### src/rtl/controller_pkg.sv
// Shared types and constants for the multi-cycle ARM-subset controller.
package controller_pkg;

  typedef enum logic [2:0] {
    FETCH,
    DECODE,
    EXECUTE,
    MEMADDR,
    MEMRD,
    MEMWB,
    MEMWR,
    BRANCH
  } state_t;

  localparam logic [1:0] TYPE_DP  = 2'b00;
  localparam logic [1:0] TYPE_MEM = 2'b01;
  localparam logic [1:0] TYPE_BR  = 2'b10;
  localparam logic [1:0] TYPE_UND = 2'b11;

  localparam logic [3:0] COND_EQ = 4'b0000;
  localparam logic [3:0] COND_NE = 4'b0001;
  localparam logic [3:0] COND_CS = 4'b0010;
  localparam logic [3:0] COND_CC = 4'b0011;
  localparam logic [3:0] COND_MI = 4'b0100;
  localparam logic [3:0] COND_PL = 4'b0101;
  localparam logic [3:0] COND_VS = 4'b0110;
  localparam logic [3:0] COND_VC = 4'b0111;
  localparam logic [3:0] COND_HI = 4'b1000;
  localparam logic [3:0] COND_LS = 4'b1001;
  localparam logic [3:0] COND_GE = 4'b1010;
  localparam logic [3:0] COND_LT = 4'b1011;
  localparam logic [3:0] COND_GT = 4'b1100;
  localparam logic [3:0] COND_LE = 4'b1101;
  localparam logic [3:0] COND_AL = 4'b1110;
  localparam logic [3:0] COND_NV = 4'b1111;

  localparam int unsigned FLAG_N = 3;
  localparam int unsigned FLAG_Z = 2;
  localparam int unsigned FLAG_C = 1;
  localparam int unsigned FLAG_V = 0;

endpackage

### src/rtl/cond_check.sv
// Combinational ARM condition-code evaluation against the current NZCV flags.
module cond_check
  import controller_pkg::*;
(
  input  logic [3:0] condition,
  input  logic [3:0] flags,
  output logic       pass
);

  logic n, z, c, v;

  always_comb begin
    n = flags[FLAG_N];
    z = flags[FLAG_Z];
    c = flags[FLAG_C];
    v = flags[FLAG_V];
    pass = 1'b0;
    case (condition)
      COND_EQ: pass = z;
      COND_NE: pass = !z;
      COND_CS: pass = c;
      COND_CC: pass = !c;
      COND_MI: pass = n;
      COND_PL: pass = !n;
      COND_VS: pass = v;
      COND_VC: pass = !v;
      COND_HI: pass = c && !z;
      COND_LS: pass = !c || z;
      COND_GE: pass = (n == v);
      COND_LT: pass = (n != v);
      COND_GT: pass = !z && (n == v);
      COND_LE: pass = z || (n != v);
      COND_AL: pass = 1'b1;
      default: pass = 1'b0;
    endcase
  end

endmodule

### src/rtl/multicycle_controller.sv
// Multi-cycle FETCH/DECODE/EXECUTE/MEM/WB sequencer holding NZCV.
// Optional retired/skipped instruction counters under CONTROLLER_PERF_EN.
module multicycle_controller
  import controller_pkg::*;
#(
  parameter int unsigned MEM_TIMEOUT = 16,
  parameter logic [3:0]  RESET_FLAGS = 4'b0000
) (
  input  logic        clk,
  input  logic        rst,
  input  logic [1:0]  insType,
  input  logic        immFlag,
  input  logic        setFlags,
  input  logic [4:0]  loadStoreSignals,
  input  logic [3:0]  condition,
  input  logic [3:0]  aluFlags,
  input  logic        instrReady,
  input  logic        dataReady,
  output logic        instrReq,
  output logic        dataReq,
  output logic        cntrlIrWrite,
  output logic        cntrlPcWrite,
  output logic        cntrlPcSrc,
  output logic        cntrlAluSrc,
  output logic        cntrlRegWrite,
  output logic        cntrlMemWrite,
  output logic        cntrlMemtoReg,
  output logic [3:0]  flags,
  output logic        illegal,
  output logic        busy
`ifdef CONTROLLER_PERF_EN
  ,
  output logic [31:0] retiredCount,
  output logic [31:0] skippedCount
`endif
);

  localparam int unsigned CNT_W      = (MEM_TIMEOUT == 0) ? 1 : $clog2(MEM_TIMEOUT + 1);
  localparam bit          TIMEOUT_EN = (MEM_TIMEOUT != 0);

  state_t            state, state_next;
  logic [3:0]        flag_q;
  logic [CNT_W-1:0]  wait_cnt;
  logic              cond_pass;
  logic              in_wait_state, waiting, timeout_hit;
  logic              flags_load, retire, skip;

  cond_check u_cond_check (
    .condition (condition),
    .flags     (flag_q),
    .pass      (cond_pass)
  );

  // Timeout wins over a ready arriving in the same cycle; the access is dropped.
  always_comb begin
    in_wait_state = (state == FETCH) || (state == MEMRD) || (state == MEMWR);
    timeout_hit   = TIMEOUT_EN && in_wait_state && (wait_cnt == CNT_W'(MEM_TIMEOUT));
    waiting       = !timeout_hit &&
                    (((state == FETCH) && !instrReady) ||
                     ((state == MEMRD) && !dataReady)  ||
                     ((state == MEMWR) && !dataReady));
  end

  always_ff @(posedge clk or posedge rst) begin
    if (rst) state <= FETCH;
    else     state <= state_next;
  end

  always_comb begin
    state_next    = state;
    instrReq      = 1'b0;
    dataReq       = 1'b0;
    cntrlIrWrite  = 1'b0;
    cntrlPcWrite  = 1'b0;
    cntrlPcSrc    = 1'b0;
    cntrlAluSrc   = 1'b0;
    cntrlRegWrite = 1'b0;
    cntrlMemWrite = 1'b0;
    cntrlMemtoReg = 1'b0;
    illegal       = 1'b0;
    busy          = (state != FETCH);
    flags_load    = 1'b0;
    retire        = 1'b0;
    skip          = 1'b0;
    case (state)
      FETCH: begin
        if (timeout_hit) begin
          illegal = 1'b1;
        end else begin
          instrReq = 1'b1;
          if (instrReady) begin
            cntrlIrWrite = 1'b1;
            cntrlPcWrite = 1'b1;
            state_next   = DECODE;
          end
        end
      end
      DECODE: begin
        state_next = FETCH;
        if (!cond_pass) begin
          skip = 1'b1;
        end else begin
          case (insType)
            TYPE_DP:  state_next = EXECUTE;
            TYPE_MEM: state_next = MEMADDR;
            TYPE_BR:  state_next = BRANCH;
            default:  illegal    = 1'b1;
          endcase
        end
      end
      EXECUTE: begin
        cntrlAluSrc   = immFlag;
        cntrlRegWrite = 1'b1;
        flags_load    = setFlags;
        retire        = 1'b1;
        state_next    = FETCH;
      end
      MEMADDR: begin
        cntrlAluSrc = immFlag;
        state_next  = loadStoreSignals[0] ? MEMRD : MEMWR;
      end
      MEMRD: begin
        if (timeout_hit) begin
          illegal    = 1'b1;
          state_next = FETCH;
        end else begin
          dataReq = 1'b1;
          if (dataReady) state_next = MEMWB;
        end
      end
      MEMWB: begin
        cntrlRegWrite = 1'b1;
        cntrlMemtoReg = 1'b1;
        retire        = 1'b1;
        state_next    = FETCH;
      end
      MEMWR: begin
        if (timeout_hit) begin
          illegal    = 1'b1;
          state_next = FETCH;
        end else begin
          dataReq       = 1'b1;
          cntrlMemWrite = 1'b1;
          if (dataReady) begin
            retire     = 1'b1;
            state_next = FETCH;
          end
        end
      end
      BRANCH: begin
        cntrlPcWrite = 1'b1;
        cntrlPcSrc   = 1'b1;
        retire       = 1'b1;
        state_next   = FETCH;
      end
      default: state_next = FETCH;
    endcase
    // Outputs are held quiet while reset is asserted.
    if (rst) begin
      instrReq      = 1'b0;
      dataReq       = 1'b0;
      cntrlIrWrite  = 1'b0;
      cntrlPcWrite  = 1'b0;
      cntrlPcSrc    = 1'b0;
      cntrlAluSrc   = 1'b0;
      cntrlRegWrite = 1'b0;
      cntrlMemWrite = 1'b0;
      cntrlMemtoReg = 1'b0;
      illegal       = 1'b0;
      busy          = 1'b0;
      flags_load    = 1'b0;
      retire        = 1'b0;
      skip          = 1'b0;
    end
  end

  // Wait counter restarts on any state change, including a timeout back to FETCH.
  always_ff @(posedge clk or posedge rst) begin
    if (rst)                                  wait_cnt <= '0;
    else if (timeout_hit || state_next != state) wait_cnt <= '0;
    else if (TIMEOUT_EN && waiting)           wait_cnt <= wait_cnt + CNT_W'(1);
  end

  always_ff @(posedge clk or posedge rst) begin
    if (rst)             flag_q <= RESET_FLAGS;
    else if (flags_load) flag_q <= aluFlags;
  end

  assign flags = flag_q;

`ifdef CONTROLLER_PERF_EN
  always_ff @(posedge clk or posedge rst) begin
    if (rst) begin
      retiredCount <= '0;
      skippedCount <= '0;
    end else begin
      if (retire) retiredCount <= retiredCount + 32'd1;
      if (skip)   skippedCount <= skippedCount + 32'd1;
    end
  end

  logic unused_ls;
  assign unused_ls = ^loadStoreSignals[4:1];
`else
  logic unused_sigs;
  assign unused_sigs = retire ^ skip ^ (^loadStoreSignals[4:1]);
`endif

endmodule

### config.mk
export PLATFORM = sky130hd
export DESIGN_NAME = multicycle_controller
export DESIGN_NICKNAME = d
export VERILOG_FILES = /design/src/rtl/controller_pkg.sv /design/src/rtl/cond_check.sv /design/src/rtl/multicycle_controller.sv
export SDC_FILE = /design/constraint.sdc
export NUM_CORES = 1
export LEC_CHECK = 0
export ABC_AREA = 1
export ABC_CLOCK_PERIOD_IN_PS = 4590
export CORE_MARGIN = 2
export CORE_UTILIZATION = 49
export DETAILED_ROUTE_END_ITERATION = 16
export PLACE_DENSITY = 0.95
export SYNTH_ARGS = -nofsm -noshare
export SYNTH_HDL_FRONTEND = slang
export SYNTH_SLANG_ARGS = --single-unit
### constraint.sdc
create_clock -name clk -period 4.59 [get_ports clk]
set_input_delay 0.6885 -clock clk [delete_from_list [all_inputs] [get_ports clk]]
set_output_delay 0.6885 -clock clk [all_outputs]
set_load 0.01 [all_outputs]
==> impl_metrics.py <==
metrics = {
    "run_status": {
        "outcome": "completed",
    },
    "detailed_routing": {
        "wl_per_cell_um": 11.3,
        "drc": 0,
        "drt_wl_total_um": 2480,
        "ant_nets": 0,
        "drt_iter0_markers": 25,
        "routed_via_density": 5.17,
        "dr.pass1.iters": 5,
        "dr_total_vias": 1133,
    },
    "critical_path": {
        "cp_num_buf_inv": 3,
        "worstReg2RegStart": "state[0]$_DFF_PP0_",
        "cp-end-kind": "output port",
        "critPathMaxStageDelay_ns": 0.56,
        "worstPathArrival_ns": 2.65,
        "reg2reg_to": "wait_cnt[2]$_DFFE_PP0P_",
        "startpoint": "condition[2]",
        "critPathCapture": "illegal",
        "cp.depth": 10,
        "critPathTopFamily": "buffers and inverters",
        "crit_chain": "clkdlybuf4s50_1 > inv_1 > nor2_1 > nand2_1 > a21oi_1 > nor2_1 > nand3_2 > nand3_1 > a21oi_1 > clkdlybuf4s50_1",
        "cp.required_ns": 3.90,
        "reg2regPathDepth": 9,
        "worst_path_max_delay_cell": "clkdlybuf4s50_1",
        "regToRegSetupSlack_ns": 2.80,
        "path_class": "input pin to output port",
        "cp_max_fo": 4,
        "critPathLaunchType": "input pin",
    },
    "power_and_ir_drop": {
        "leakage_nw": 0.664,
        "seqPwrFrac": 0.284,
        "clockPowerShare": 0.108,
        "power.density_nw_per_um2": 418,
        "peakVddDrop_mv": 0.289,
        "switching_share": 0.469,
        "internal_power_mw": 0.317,
        "total_power_mw": 0.598,
        "power.switching_mw": 0.280,
        "comb_power_share": 0.608,
    },
    "timing": {
        "hold_ws_ns": 0.592,
        "setup_tns_ns": 0,
        "skew_ns": 0.00260,
        "slew_violations": 0,
        "slew_headroom": 0.668,
        "rsz0062_at_grt": "false",
        "hold_viol": 0,
        "setup_viol": 0,
        "worst_slew_pin_slew_ns": 0.498,
        "max_freq_mhz": 300,
        "post-route-period-util": 0.727,
        "finalCriticalPeriod_ns": 3.34,
        "worst_slack_ns": 1.25,
    },
    "clock_tree": {
        "cts_tree": "built",
        "holdBufCountCts": 0,
        "h-tree-depth": 1,
        "clkLatencyLatePin_ns": 0.27,
        "postCtsSetupRepairBufs": 0,
        "postCtsResizedCells": 0,
        "clock_sinks": 12,
        "clockRootBuffer": "clkbuf_4",
        "clockBufferDepth": 2,
        "clk_pin_slew_ns": 0.07,
        "cts_made_buffers": 3,
    },
    "final_layout": {
        "fin_area_um2": 1430,
        "nNetsFinal": 218,
        "final_util": 0.666,
        "nFillCells": 170,
        "stdcell_count": 219,
        "area_growth_syn_to_layout_pct": 32.1,
        "antennaDiodeCount": 0,
        "drive_gt1_frac": 0.147,
        "layout_common_cells": "clkdlybuf4s50_1 (31), nand2_1 (30), nor2_1 (25), inv_1 (19), nand3_1 (18)",
        "final_common_cell": "clkdlybuf4s50_1",
    },
    "yosys": {
        "synth_compound_gate_area_share": 0.102,
        "yosys-top-cells-area": "dfrtp_1 (28%), nand2_1 (10%), nor2_1 (8.7%), nand3_1 (8.3%), inv_1 (6.6%)",
        "syn_area_um2": 1080,
        "synth_cells": 160,
        "synth_cell_type_count": 30,
        "ys_seq_area_frac": 0.277,
        "yosysTopAreaCell": "dfrtp_1",
        "synth_adder_area_share": 0.0462,
        "synthXorXnorAreaFrac": 0.0324,
        "muxShareOfSynthArea": 0,
        "postSynthAreaPerCell_um2": 6.76,
        "synth_top_area_share": 0.277,
        "synth_nets": 185,
        "synth_top_family_by_area": "simple AND/OR/NAND/NOR gates",
        "yosys_warnings": 0,
        "ys_seq_elements": 12,
        "yosys.area_share.simple": 0.434,
    },
    "worst_hold_path": {
        "hold_class": "register to register",
        "holdPathStages": 2,
    },
    "grt": {
        "grt_overflow": 0,
        "grt_pass1_wl_um": 4170,
        "grt_max_degree": 14,
        "grtUsageTotal": 0.207,
        "grt_pass1_vias": 1064,
        "antenna_found_initial": 0,
    },
    "floorplan": {
        "fp.dieW_um": 51.0,
        "dieArea_um2": 2600,
        "start_util": 0.504,
        "coreArea_um2": 2150,
        "die_h_um": 51.0,
        "rows": 17,
        "pin_count": 36,
    },
    "placement": {
        "hpwlAfterDp_um": 2050,
        "postPlaceCellArea_um2": 1410,
        "place_congestion": 0.846,
        "place.port_buffers": 31,
        "placed_cells": 216,
        "dp_slack_ns": 1.27,
    },
    "run": {
        "drv_cap": 0,
    },
}
-- power groups by stage --
stage / combinational, mW / sequential [mW] / clock [mW]
finish: 0.363 / 0.170 / 0.0645
global route: 0.400 / 0.176 / 0.0685
CTS: 0.364 / 0.170 / 0.0640
detailed placement: 0.362 / 0.172 / 0
global placement: 0.347 / 0.170 / 0
floorplan: 0.255 / 0.164 / 0
-- synth_stat cells, drive strengths merged --
master,number
nor2,32
and3,1
nand3,20
o21ai,3
nand2,33
nor4,1
inv,25
buf,2
nand3b,2
clkbuf,1
ha,4
clkinv,1
o211ai,1
nand4,2
o31ai,1
nor3,4
dfrtp,12
xor2,4
a21oi,11
-- state kept, by name, summed over array words and instances (netlist names) --
name,count
wait_cnt,5
state,3
flags,4
-- worst min-delay path by stage --
stage                                  from                      end
global placement    wait_cnt[4]$_DFFE_PP0P_  wait_cnt[4]$_DFFE_PP0P_
floorplan           wait_cnt[4]$_DFFE_PP0P_  wait_cnt[4]$_DFFE_PP0P_
CTS                 wait_cnt[4]$_DFFE_PP0P_  wait_cnt[4]$_DFFE_PP0P_
finish              wait_cnt[4]$_DFFE_PP0P_  wait_cnt[4]$_DFFE_PP0P_
global route        wait_cnt[4]$_DFFE_PP0P_  wait_cnt[4]$_DFFE_PP0P_
detailed placement  wait_cnt[4]$_DFFE_PP0P_  wait_cnt[4]$_DFFE_PP0P_
-- layout make-up --
cell class                 instances  area, um2  share of cell area
clock buffer                       3       22.5              0.0157
inverter                          26       97.6              0.0682
multi-input combinational        119        664               0.465
sequential                        12        300               0.210
tap                               28       35.0              0.0245
timing repair buffer              31        310               0.217
-- layer usage --
layer / GRT usage / part of all wire
met4: 0.0586 / 0.017
met2: 0.407 / 0.53
met3: 0.0175 / 0.037
met5: 0 / 0
met1: 0.232 / 0.42
-- worst register-to-register path, cell delays in order (launching register included) --
cell      delay (ns)
dfrtp_1         0.50
inv_1           0.15
nand3_1         0.08
nand3b_4        0.19
nand3_1         0.14
and3_4          0.20
nand2_2         0.06
a21oi_2         0.18
nand3_4         0.13
nor2_2          0.10
-- kinds of logic (layout without fill, tap and decap cells) --
logic type                 after synthesis  after routing
xor gates and xnor gates                 4              4
DFF                                     12             12
and+or+nand+nor                         95             95
buffers and inverters                   29             60
AOI/OAI and AO/OA                       16             16
adders and majority gates                4              4
(Power assumes the default switching activity.)
